### config.mk
export PLATFORM = sky130hd
export DESIGN_NAME = id_ctrl_pipe
export DESIGN_NICKNAME = d
export VERILOG_FILES = /design/src/rtl/mips_defs_pkg.sv /design/src/rtl/op_decoder.sv /design/src/rtl/id_ctrl_pipe.sv
export SDC_FILE = /design/constraint.sdc
export NUM_CORES = 1
export LEC_CHECK = 0
export CAP_MARGIN = 20
export CORE_AREA = 5 5 62 64
export DETAILED_ROUTE_END_ITERATION = 6
export DIE_AREA = 0 0 67 69
export PLACE_DENSITY_LB_ADDON = 0.08
export SYNTH_ARGS = -nofsm -noshare
export SYNTH_HDL_FRONTEND = slang
export SYNTH_HIERARCHICAL = 1
export SYNTH_SLANG_ARGS = --single-unit
### constraint.sdc
create_clock -name clk -period 2 [get_ports clk]
set_input_delay 0.4 -clock clk [delete_from_list [all_inputs] [get_ports clk]]
set_output_delay 0.4 -clock clk [all_outputs]
set_load 0.005 [all_outputs]
### src/rtl/mips_defs_pkg.sv
`default_nettype none
// ============================================================================
// mips_defs_pkg : shared opcode, ALU command and branch-type encodings
// Rev 1.0
// ============================================================================
package mips_defs_pkg;

   localparam logic [5:0] c_OP_ADD  = 6'b000001;
   localparam logic [5:0] c_OP_SUB  = 6'b000011;
   localparam logic [5:0] c_OP_AND  = 6'b000101;
   localparam logic [5:0] c_OP_OR   = 6'b000110;
   localparam logic [5:0] c_OP_NOR  = 6'b000111;
   localparam logic [5:0] c_OP_XOR  = 6'b001000;
   localparam logic [5:0] c_OP_SLA  = 6'b001001;
   localparam logic [5:0] c_OP_SLL  = 6'b001010;
   localparam logic [5:0] c_OP_SRA  = 6'b001011;
   localparam logic [5:0] c_OP_SRL  = 6'b001100;
   localparam logic [5:0] c_OP_ADDI = 6'b100000;
   localparam logic [5:0] c_OP_SUBI = 6'b100001;
   localparam logic [5:0] c_OP_LD   = 6'b100100;
   localparam logic [5:0] c_OP_ST   = 6'b100101;
   localparam logic [5:0] c_OP_BEQ  = 6'b101000;
   localparam logic [5:0] c_OP_BNE  = 6'b101001;
   localparam logic [5:0] c_OP_JMP  = 6'b101010;

   localparam logic [3:0] c_ALU_ADD = 4'b0000;
   localparam logic [3:0] c_ALU_SUB = 4'b0010;
   localparam logic [3:0] c_ALU_AND = 4'b0100;
   localparam logic [3:0] c_ALU_OR  = 4'b0101;
   localparam logic [3:0] c_ALU_NOR = 4'b0110;
   localparam logic [3:0] c_ALU_XOR = 4'b0111;
   localparam logic [3:0] c_ALU_SHL = 4'b1000;
   localparam logic [3:0] c_ALU_SRA = 4'b1001;
   localparam logic [3:0] c_ALU_SRL = 4'b1010;

   typedef enum logic [1:0] {
      BR_NONE = 2'b00,
      BR_BEQ  = 2'b01,
      BR_BNE  = 2'b10,
      BR_JMP  = 2'b11
   } br_type_e;

endpackage
`default_nettype wire

### src/rtl/op_decoder.sv
`default_nettype none
// ============================================================================
// op_decoder : purely combinational opcode-to-control decode
// Rev 1.0
// ============================================================================
module op_decoder
   import mips_defs_pkg::*;
#(
   parameter int OPCODE_W  = 6,
   parameter int ALU_CMD_W = 4
) (
   input  logic [OPCODE_W-1:0]  i_opcode,
   output logic                 o_legal,
   output logic                 o_is_imm,
   output logic                 o_wb_en,
   output logic                 o_mem_r,
   output logic                 o_mem_w,
   output logic [ALU_CMD_W-1:0] o_alu_cmd,
   output logic [1:0]           o_br_type,
   output logic                 o_use_src1,
   output logic                 o_use_src2
);

   always_comb begin
      o_legal    = 1'b1;
      o_is_imm   = 1'b0;
      o_wb_en    = 1'b0;
      o_mem_r    = 1'b0;
      o_mem_w    = 1'b0;
      o_alu_cmd  = '0;
      o_br_type  = BR_NONE;
      o_use_src1 = 1'b1;
      o_use_src2 = 1'b0;
      case (i_opcode)
         OPCODE_W'(c_OP_ADD): begin o_wb_en = 1'b1; o_use_src2 = 1'b1; o_alu_cmd = ALU_CMD_W'(c_ALU_ADD); end
         OPCODE_W'(c_OP_SUB): begin o_wb_en = 1'b1; o_use_src2 = 1'b1; o_alu_cmd = ALU_CMD_W'(c_ALU_SUB); end
         OPCODE_W'(c_OP_AND): begin o_wb_en = 1'b1; o_use_src2 = 1'b1; o_alu_cmd = ALU_CMD_W'(c_ALU_AND); end
         OPCODE_W'(c_OP_OR):  begin o_wb_en = 1'b1; o_use_src2 = 1'b1; o_alu_cmd = ALU_CMD_W'(c_ALU_OR);  end
         OPCODE_W'(c_OP_NOR): begin o_wb_en = 1'b1; o_use_src2 = 1'b1; o_alu_cmd = ALU_CMD_W'(c_ALU_NOR); end
         OPCODE_W'(c_OP_XOR): begin o_wb_en = 1'b1; o_use_src2 = 1'b1; o_alu_cmd = ALU_CMD_W'(c_ALU_XOR); end
         OPCODE_W'(c_OP_SLA),
         OPCODE_W'(c_OP_SLL): begin o_wb_en = 1'b1; o_use_src2 = 1'b1; o_alu_cmd = ALU_CMD_W'(c_ALU_SHL); end
         OPCODE_W'(c_OP_SRA): begin o_wb_en = 1'b1; o_use_src2 = 1'b1; o_alu_cmd = ALU_CMD_W'(c_ALU_SRA); end
         OPCODE_W'(c_OP_SRL): begin o_wb_en = 1'b1; o_use_src2 = 1'b1; o_alu_cmd = ALU_CMD_W'(c_ALU_SRL); end
         OPCODE_W'(c_OP_ADDI): begin o_wb_en = 1'b1; o_is_imm = 1'b1; o_alu_cmd = ALU_CMD_W'(c_ALU_ADD); end
         OPCODE_W'(c_OP_SUBI): begin o_wb_en = 1'b1; o_is_imm = 1'b1; o_alu_cmd = ALU_CMD_W'(c_ALU_SUB); end
         OPCODE_W'(c_OP_LD): begin
            o_wb_en  = 1'b1;
            o_is_imm = 1'b1;
            o_mem_r  = 1'b1;
         end
         // A store reads src2 as its data operand even though it is immediate-addressed.
         OPCODE_W'(c_OP_ST): begin
            o_is_imm   = 1'b1;
            o_mem_w    = 1'b1;
            o_use_src2 = 1'b1;
         end
         OPCODE_W'(c_OP_BEQ): begin o_br_type = BR_BEQ; o_use_src2 = 1'b1; end
         OPCODE_W'(c_OP_BNE): begin o_br_type = BR_BNE; o_use_src2 = 1'b1; end
         OPCODE_W'(c_OP_JMP): begin o_br_type = BR_JMP; o_use_src1 = 1'b0; end
         default: o_legal = 1'b0;
      endcase
   end

endmodule
`default_nettype wire

### src/rtl/id_ctrl_pipe.sv
`default_nettype none
// ============================================================================
// id_ctrl_pipe : ID-stage decode, load-use hazard detection and ID/EX register
// Rev 1.0
// ============================================================================
module id_ctrl_pipe
   import mips_defs_pkg::*;
#(
   parameter int OPCODE_W  = 6,
   parameter int ALU_CMD_W = 4,
   parameter int REG_W     = 5
) (
   input  logic                 clk,
   input  logic                 rst,
   input  logic                 in_valid,
   input  logic [OPCODE_W-1:0]  opcode,
   input  logic [REG_W-1:0]     src1,
   input  logic [REG_W-1:0]     src2,
   input  logic [REG_W-1:0]     dest,
   input  logic                 freeze,
   input  logic                 flush,
   output logic                 hazard_stall,
   output logic                 ex_valid,
   output logic                 ex_is_imm,
   output logic                 ex_wb_en,
   output logic                 ex_mem_r,
   output logic                 ex_mem_w,
   output logic [ALU_CMD_W-1:0] ex_alu_cmd,
   output logic [1:0]           ex_br_type,
   output logic [REG_W-1:0]     ex_dest,
   output logic                 illegal_op
);

   logic                 w_legal, w_is_imm, w_wb_en, w_mem_r, w_mem_w;
   logic [ALU_CMD_W-1:0] w_alu_cmd;
   logic [1:0]           w_br_type;
   logic                 w_use_src1, w_use_src2;
   logic                 w_hazard, w_bubble;

   logic                 r_valid, r_is_imm, r_wb_en, r_mem_r, r_mem_w, r_illegal;
   logic [ALU_CMD_W-1:0] r_alu_cmd;
   logic [1:0]           r_br_type;
   logic [REG_W-1:0]     r_dest;

   op_decoder #(
      .OPCODE_W  (OPCODE_W),
      .ALU_CMD_W (ALU_CMD_W)
   ) u_dec (
      .i_opcode   (opcode),
      .o_legal    (w_legal),
      .o_is_imm   (w_is_imm),
      .o_wb_en    (w_wb_en),
      .o_mem_r    (w_mem_r),
      .o_mem_w    (w_mem_w),
      .o_alu_cmd  (w_alu_cmd),
      .o_br_type  (w_br_type),
      .o_use_src1 (w_use_src1),
      .o_use_src2 (w_use_src2)
   );

   assign w_hazard = in_valid & r_valid & r_mem_r & (r_dest != '0) & ~flush &
                     ((w_use_src1 & (src1 == r_dest)) | (w_use_src2 & (src2 == r_dest)));

   // Flush outranks freeze, so the register advances on flush even while frozen.
   assign w_bubble = flush | w_hazard | ~in_valid;

   always_ff @(posedge clk) begin
      if (rst) begin
         r_valid   <= 1'b0;
         r_is_imm  <= 1'b0;
         r_wb_en   <= 1'b0;
         r_mem_r   <= 1'b0;
         r_mem_w   <= 1'b0;
         r_alu_cmd <= '0;
         r_br_type <= 2'b00;
         r_dest    <= '0;
         r_illegal <= 1'b0;
      end else if (flush | ~freeze) begin
         r_valid   <= ~w_bubble;
         r_is_imm  <= ~w_bubble & w_is_imm;
         r_wb_en   <= ~w_bubble & w_wb_en & (dest != '0);
         r_mem_r   <= ~w_bubble & w_mem_r;
         r_mem_w   <= ~w_bubble & w_mem_w;
         r_alu_cmd <= w_bubble ? '0 : w_alu_cmd;
         r_br_type <= w_bubble ? 2'b00 : w_br_type;
         r_dest    <= (w_bubble | ~w_legal) ? '0 : dest;
         r_illegal <= ~w_bubble & ~w_legal;
      end
   end

   assign hazard_stall = w_hazard;
   assign ex_valid     = r_valid;
   assign ex_is_imm    = r_is_imm;
   assign ex_wb_en     = r_wb_en;
   assign ex_mem_r     = r_mem_r;
   assign ex_mem_w     = r_mem_w;
   assign ex_alu_cmd   = r_alu_cmd;
   assign ex_br_type   = r_br_type;
   assign ex_dest      = r_dest;
   assign illegal_op   = r_illegal;

endmodule
`default_nettype wire

==> results of run 1 <==
-- routing by layer --
| layer | part of all wire | vias up |
|---|---|---|
| met5 | 0 | - |
| met4 | 0.014 | 0 |
| met3 | 0.053 | 6 |
| met2 | 0.51 | 51 |
| met1 | 0.42 | 744 |
| li1 | - | 775 |
-- how the worst min path moves through the flow --
stage | startpoint | endpoint | slack [ns] | cells after the start
floorplan | ex_alu_cmd[1] | ex_alu_cmd[1] | 0.46 | 2
global placement | ex_alu_cmd[1] | ex_alu_cmd[1] | 0.45 | 2
detailed placement | ex_alu_cmd[1] | ex_alu_cmd[1] | 0.46 | 2
CTS | ex_alu_cmd[1] | ex_alu_cmd[1] | 0.48 | 2
global route | ex_alu_cmd[2] | ex_alu_cmd[2] | 0.51 | 2
finish | ex_alu_cmd[1] | ex_alu_cmd[1] | 0.48 | 2
-- cell usage after synthesis (2+ instances only) --
cell type / instances
dfxtp_1: 17
buf_4: 5
nand4_1: 2
inv_1: 2
buf_2: 4
xnor2_1: 10
nand2b_1: 4
nor2b_1: 2
nand2_1: 17
o21ai_1: 10
nor3b_2: 3
nand3_1: 6
a32oi_1: 11
o21a_1: 2
a31oi_1: 3
buf_6: 5
nor3_1: 2
nand3b_1: 2
a21oi_1: 4
o21ai_0: 4
a22oi_1: 6
and2b_1: 2
o21ai_2: 7
and3_1: 5
nor4_1: 2
nor3b_1: 2
-- cells by family after synthesis --
family,count (synthesis),synth area share
compound gates,55,0.294
xor+xnor,11,0.0694
simple gates,61,0.302
flops,17,0.245
buf+inv,17,0.0901
-- state kept, by name (all words and copies together), names as in the netlist --
| signal | count |
|---|---|
| ex_br_type | 2 |
| ex_wb_en | 1 |
| ex_dest | 5 |
| ex_mem_r | 1 |
| ex_valid | 1 |
| ex_alu_cmd | 4 |
| illegal_op | 1 |
| ex_is_imm | 1 |
| ex_mem_w | 1 |
-- area by class of cell --
cell class | count | area, sq um | share of cell area
sequential | 17 | 348 | 0.156
tap | 46 | 57.6 | 0.0257
clock buffer | 4 | 26.3 | 0.0118
inverter | 2 | 7.51 | 0.00336
multi-input combinational | 127 | 990 | 0.443
timing repair buffer | 92 | 807 | 0.361
-- per-stage QoR --
stage                util  instances  TNS (ns)  total power, uW
finish              0.692        288         0              798
global route        0.692        288   -0.0757              846
CTS                 0.657        283   -0.0103              782
detailed placement  0.619        267     -5.14              582
global placement    0.619        267     -4.05              577
floorplan               -        161         0              466
-- worst max-delay path, delay by kind of cell --
family | cells | cell delay [ns]
compound gates | 3 | 0.50
simple gates | 3 | 0.42
buf+inv | 2 | 0.26
-- report_power, final --
part | switching [uW] | total [uW] | internal (uW) | leakage (uW)
Sequential | 5.08 | 348 | 343 | 0.000140
Combinational | 113 | 265 | 152 | 0.000759
Clock | 107 | 185 | 77.5 | 0.0000150
-- what timing repair did --
action	in CTS	in global routing
pin swaps	10	13
gates resized for setup	39	30
setup buffers	12	5
endpoints found under the setup margin	2	2
-- cell usage in the layout (no fill, tap or decap), types with 7 or more instances in the layout --
master / Yosys / layout
buf_4: 5 / 47
clkdlybuf4s50_1: 0 / 26
nand2_1: 17 / 15
dfxtp_1: 17 / 13
a32oi_1: 11 / 11
o21ai_1: 10 / 10
xnor2_1: 10 / 8
o21ai_2: 7 / 7
==> metrics.yaml, run 1 <==
status: "completed"
holdWs_ns: 0.477
path_class: "primary input to primary output"
rsz0062_at_grt: "yes"
synthTopCellsByArea: "dfxtp_1 (25%), a32oi_1 (6.9%), xnor2_1 (6.3%), nand2_1 (4.6%), o21ai_2 (4.4%)"
via_count: 1576
start_util: 0.430
netlist_instances: 161
crit_path_end: "hazard_stall"
ys_seq_area_frac: 0.245
reg2reg_to: "ex_valid"
drtAntennaViolNets: 0
max-cap-violations: 0
die_w_um: 67
firstDrtPassIters: 5
ys_warn_count: 6
worstMarginPinSlew_ns: 0.358
dpl.hpwl_mm: 3.15
busiest_layer: "met2"
power_leakage_uw: 0.000913
worstHoldPathType: "register to register"
syn_to_final_growth_pct: 61.0
htree_levels: 1
crit_arrival_ns: 1.58
cts_tree: "yes"
postCtsHoldBufs: 0
syn-num-nets: 187
crit_path_start: "opcode[0]"
fin_ws_ns: 0.0208
cp.required_ns: 1.60
fillers: 277
avgSynthCellArea_sq_um: 8.63
drt-initial-drc-count: 119
period_share: 0.990
wl_mm: 4.35
overflow: 0
ys_async_sr_fraction: 0
use_met2: 0.311
synth_edf_count: 0
avgRoutedWirePerCell_um: 15.1
finalWeightedCongestion: 0.832
yosysTopAreaCellShare: 0.245
synth_ff_type: "dfxtp_1"
cts_num_sinks: 17
fin_crit_ns: 1.98
coreArea_sq_um: 3230
clk_latency_ns: 0.29
setup_viol: 0
clk_pin_slew_ns: 0.09
via_per_inst: 5.47
path_cells: "buf_2 > nor3_2 > o21ai_0 > a31oi_2 > nand2_2 > o22ai_2 > nor2b_4 > buf_2"
end_kind: "primary output"
synth_area_sq_um: 1390
vdd_drop_max_mv: 0.431
layout-drive-gt1-share: 0.372
grt_pass1_wl_mm: 7.00
gr-usage-met1: 0.234
reg2reg_depth: 11
drv_slew: 0
cp_slowest_cell: "a31oi_2"
die_y_um: 69
cts_max_path_buffers: 2
crit_fanout: 5
pre_cts_ws_ns: -0.835
route.detailed.drc: 0
track_usage: 0.187
slew_headroom: 0.759
diodes: 0
cp_slowest_stage_delay_ns: 0.22
grt_pass1_vias: 1537
rrSetupSlack_ns: 0.18
stdcell_area_sq_um: 2240
skew_ns: 0.00374
hold_violations: 0
antenna_found_initial: 0
yosys.area.top_type: "dfxtp_1"
grt_use_met3: 0.0341
rows: 21
fmax_mhz: 505
cts_made_buffers: 3
io_pins: 44
cp-start-kind: "primary input"
placed_area_sq_um: 2000
r2r_start: "ex_dest[0]"
grt_max_degree: 23
port_buffers: 43
power_density_nw_per_um2: 357
path_common_cell: "buf_2"
die_area_sq_um: 4620
ys_types: 48
nets: 269
cts-root-buf: "clkbuf_4"
synth_seq_cells: 17
(Power assumes the default switching activity.)
==> inputs of run 2 (changes only) <==
- CORE_AREA: 5 5 62 64 -> 8 8 78 80
- DIE_AREA: 0 0 67 69 -> 0 0 86 88
- DONT_BUFFER_PORTS: not set -> 1
==> metrics.yaml, run 2 (same netlist as run 1, synthesis figures left out) <==
status: "completed"
slew_headroom: 0.720
clk_latency_ns: 0.25
largest_register_ffs: 5
crit_arrival_ns: 1.49
path_class: "register to primary output"
layout-drive-gt1-share: 0.210
power_leakage_uw: 0.000467
diodes: 0
clk_pin_slew_ns: 0.07
placed_cells: 223
final_common_cell: "nand2_1"
crit_fanout: 5
start_util: 0.283
pwr-share-clk: 0.368
coreArea_sq_um: 4910
cts_setup_buffers: 0
rsz0062_at_grt: "no"
final_cell_mix: "nand2_1 (17), dfxtp_1 (14), a32oi_1 (11)"
worstMarginPinSlew_ns: 0.416
p_int_uw: 533
layout.cells.non_filler: 227
wl_mm: 4.13
cts-root-buf: "clkbuf_8"
hold_depth: 2
fin_ws_ns: 0.107
min-delay-start: "dest[1]"
drv_slew: 0
finalWeightedCongestion: 0.713
cp.required_ns: 1.60
stdcell_area_sq_um: 1460
die_area_sq_um: 7570
drt-initial-drc-count: 37
hold_violations: 0
overflow: 0
cts_made_buffers: 3
setup_viol: 0
placed_area_sq_um: 1410
period_share: 0.947
crit_path_start: "ex_dest[0]"
finalPower_uw: 717
route.detailed.drc: 0
avgRoutedWirePerCell_um: 18.2
fin_crit_ns: 1.89
htree_levels: 1
cts_tree: "yes"
via_per_inst: 5.30
skew_ns: 0.000672
setup_tns_ns: 0
die_w_um: 86
worstHoldPathType: "primary input to register"
power_density_nw_per_um2: 490
drtAntennaViolNets: 0
fmax_mhz: 528
cp-start-kind: "register"
syn_to_final_growth_pct: 5.41
firstDrtPassIters: 4
r2r_start: "ex_dest[0]"
rows: 26
track_usage: 0.104
reg2reg_depth: 5
nets: 184
dpl.hpwl_mm: 3.04
io_pins: 44
antenna_found_initial: 0
sw_frac_of_total: 0.256
die_y_um: 88
p_comb_frac: 0.142
grt_pass1_wl_mm: 6.11
switchingPower_uw: 184
max-cap-violations: 0
cts_max_path_buffers: 2
vdd_drop_max_mv: 0.242
via_count: 1204
grt_max_degree: 35
port_buffers: 0
grt_pass1_vias: 1146
cts_num_sinks: 17
end_kind: "primary output"
pre_cts_ws_ns: 0.274
p_seq_frac: 0.490
-- run 2: cell types whose count changed in the layout (fill, tap and decap cells not counted), sizes merged --
cell and delta:
buf -48, clkdlybuf4s15 -1, clkinv +1, dlymetal6s2s -5, dlygate4sd2 -5, clkdlybuf4s50 -26
clkbuf -1
-- run 2: final timing paths --
path                   end  slack, ns
max           hazard_stall       0.11
max reg2reg  ex_alu_cmd[2]       0.43
min reg2reg  ex_alu_cmd[1]       0.51
min             ex_dest[1]       0.30
-- run 2: final cells by class --
class | instances | area [sq um]
clock buffer | 3 | 41.3
timing repair buffer | 7 | 52.6
tap | 70 | 87.6
inverter | 2 | 7.51
fill | 535 | 3450
sequential | 17 | 344
clock inverter | 1 | 5.00
multi-input combinational | 127 | 926
-- run 2: repair_timing --
action                                 in CTS  in global routing
setup endpoints to repair                   0                  1
endpoints found under the hold margin       0                  0
gates resized for setup                     0                  4
hold buffers                                0                  0
-- run 2: worst max-delay path: stages (launching register included) --
cell and delay, ns:
dfxtp_1 0.48, xnor2_1 0.15, nand4_1 0.19, o22ai_2 0.20
nor2b_2 0.22
-- run 2: metal layers --
metal / wire length [um] / track usage / part of all wire
met3: 294 / 0.0356 / 0.071
met5: 0 / 0 / 0
met2: 1970 / 0.168 / 0.48
met1: 1810 / 0.120 / 0.44
met4: 55 / 0.0462 / 0.013
-- run 2: through the flow --
stage / utilization / hold WS [ns]
after floorplan: - / 0.465
after global placement: 0.287 / 0.501
after detailed placement: 0.287 / 0.502
after CTS: 0.297 / 0.298
after global routing: 0.298 / 0.305
final: 0.298 / 0.298
-- run 2: power groups by stage --
stage / Clock, uW / Sequential (uW) / Combinational [uW]
after floorplan: 0 / 357 / 109
after global placement: 0 / 359 / 100
after detailed placement: 0 / 359 / 101
after CTS: 273 / 351 / 101
after global routing: 278 / 352 / 110
final: 264 / 351 / 101
==> inputs of run 3 (changes only) <==
- PLACE_DENSITY: not set -> 0.45
- PLACE_DENSITY_LB_ADDON: 0.08 -> not set
- clock period: 2 -> 2.4 ns (I/O delays scaled with it)
==> metrics.yaml, run 3 (same netlist as run 1, synthesis figures left out) <==
status: "completed"
slew_headroom: 0.566
via_per_inst: 5.49
die_y_um: 88
max-cap-violations: 0
crit_arrival_ns: 1.58
hold_violations: 0
diodes: 0
dpl.hpwl_mm: 2.89
io_pins: 44
post_cts_resized: 0
power_density_nw_per_um2: 409
fmax_mhz: 485
port_buffers: 0
drv_slew: 0
largest_register_ffs: 5
clk_latency_ns: 0.26
reg2reg_depth: 5
htree_levels: 1
vdd_drop_max_mv: 0.226
switchingPower_uw: 150
min-delay-start: "dest[3]"
wl_mm: 3.92
grt_max_degree: 21
drtAntennaViolNets: 0
finalWeightedCongestion: 0.743
sw_frac_of_total: 0.253
track_usage: 0.102
cts_max_path_buffers: 2
overflow: 0
setup_viol: 0
postCtsHoldBufs: 0
avgRoutedWirePerCell_um: 17.3
crit_fanout: 5
power_leakage_uw: 0.000462
rsz0062_at_grt: "no"
via_count: 1241
cts_made_buffers: 3
firstDrtPassIters: 4
fin_ws_ns: 0.339
antenna_found_initial: 0
end_kind: "primary output"
cp-start-kind: "register"
fillers: 531
r2r_start: "ex_dest[3]"
coreArea_sq_um: 4910
p_comb_frac: 0.140
worstMarginPinSlew_ns: 0.648
syn_to_final_growth_pct: 4.68
die_area_sq_um: 7570
p_seq_frac: 0.492
rows: 26
worstHoldPathType: "primary input to register"
nets: 183
cp.required_ns: 1.92
grt_pass1_vias: 1181
die_w_um: 86
hold_depth: 2
skew_ns: 0.00688
cts_tree: "yes"
drt-initial-drc-count: 87
route.detailed.drc: 0
grt_pass1_wl_mm: 6.19
path_class: "register to primary output"
cts_setup_buffers: 0
setup_tns_ns: 0
final_cell_mix: "nand2_1 (17), dfxtp_1 (17), a32oi_1 (11)"
layout-drive-gt1-share: 0.179
pre_cts_ws_ns: 0.481
cts-root-buf: "clkbuf_8"
pwr-share-clk: 0.369
start_util: 0.283
p_int_uw: 444
clk_pin_slew_ns: 0.07
crit_path_start: "ex_dest[4]"
cts_num_sinks: 17
period_share: 0.859
fin_crit_ns: 2.06
==> run 3: cell types whose count changed in the layout (fill, tap and decap cells not counted), sizes merged <==
cell | before | now
buf | 7 | 6
==> run 3: metal layers <==
layer | part of all wire | routed length (um) | global-route usage
met1 | 0.42 | 1640 | 0.118
met2 | 0.46 | 1800 | 0.162
met3 | 0.11 | 421 | 0.0516
met4 | 0.018 | 69 | 0.0318
met5 | 0 | 0 | 0
==> run 3: area by class of cell <==
| class | count | area (sq um) | area share |
|---|---|---|---|
| sequential | 17 | 340 | 0.234 |
| clock buffer | 3 | 41.3 | 0.0284 |
| clock inverter | 1 | 5.00 | 0.00344 |
| timing repair buffer | 6 | 48.8 | 0.0336 |
| inverter | 2 | 7.51 | 0.00516 |
| tap | 70 | 87.6 | 0.0602 |
| multi-input combinational | 127 | 923 | 0.635 |
==> run 3: path summary, 6_finish.rpt <==
kind	to	slack, ns
setup / recovery	hazard_stall	0.34
hold / removal	ex_dest[3]	0.38
setup reg to reg	ex_br_type[0]	0.73
hold reg to reg	illegal_op	0.51
==> run 3: critical path, cell delays in order, from the launching register on <==
cell and delay (ns):
dfxtp_1 0.52, xnor2_1 0.16, nand4_1 0.18, o22ai_2 0.21, nor2b_1 0.25
==> run 3: per-stage QoR <==
step	hold WS [ns]	utilization	cell area (sq um)	power (uW)	std cells
2_1_floorplan	0.465	-	1390	389	161
3_3_place_gp	0.503	0.284	1400	380	221
3_5_place_dp	0.504	0.284	1400	381	221
4_1_cts	0.376	0.294	1440	600	225
5_1_grt	0.389	0.296	1450	625	226
6_report	0.380	0.296	1450	595	226
==> run 3: power by group through the flow <==
stage / logic [uW] / registers (uW) / clock network (uW)
global route: 91.7 / 293 / 240
detailed placement: 81.6 / 299 / 0
finish: 83.1 / 292 / 219
CTS: 82.0 / 293 / 226
global placement: 80.4 / 299 / 0
floorplan: 91.2 / 297 / 0
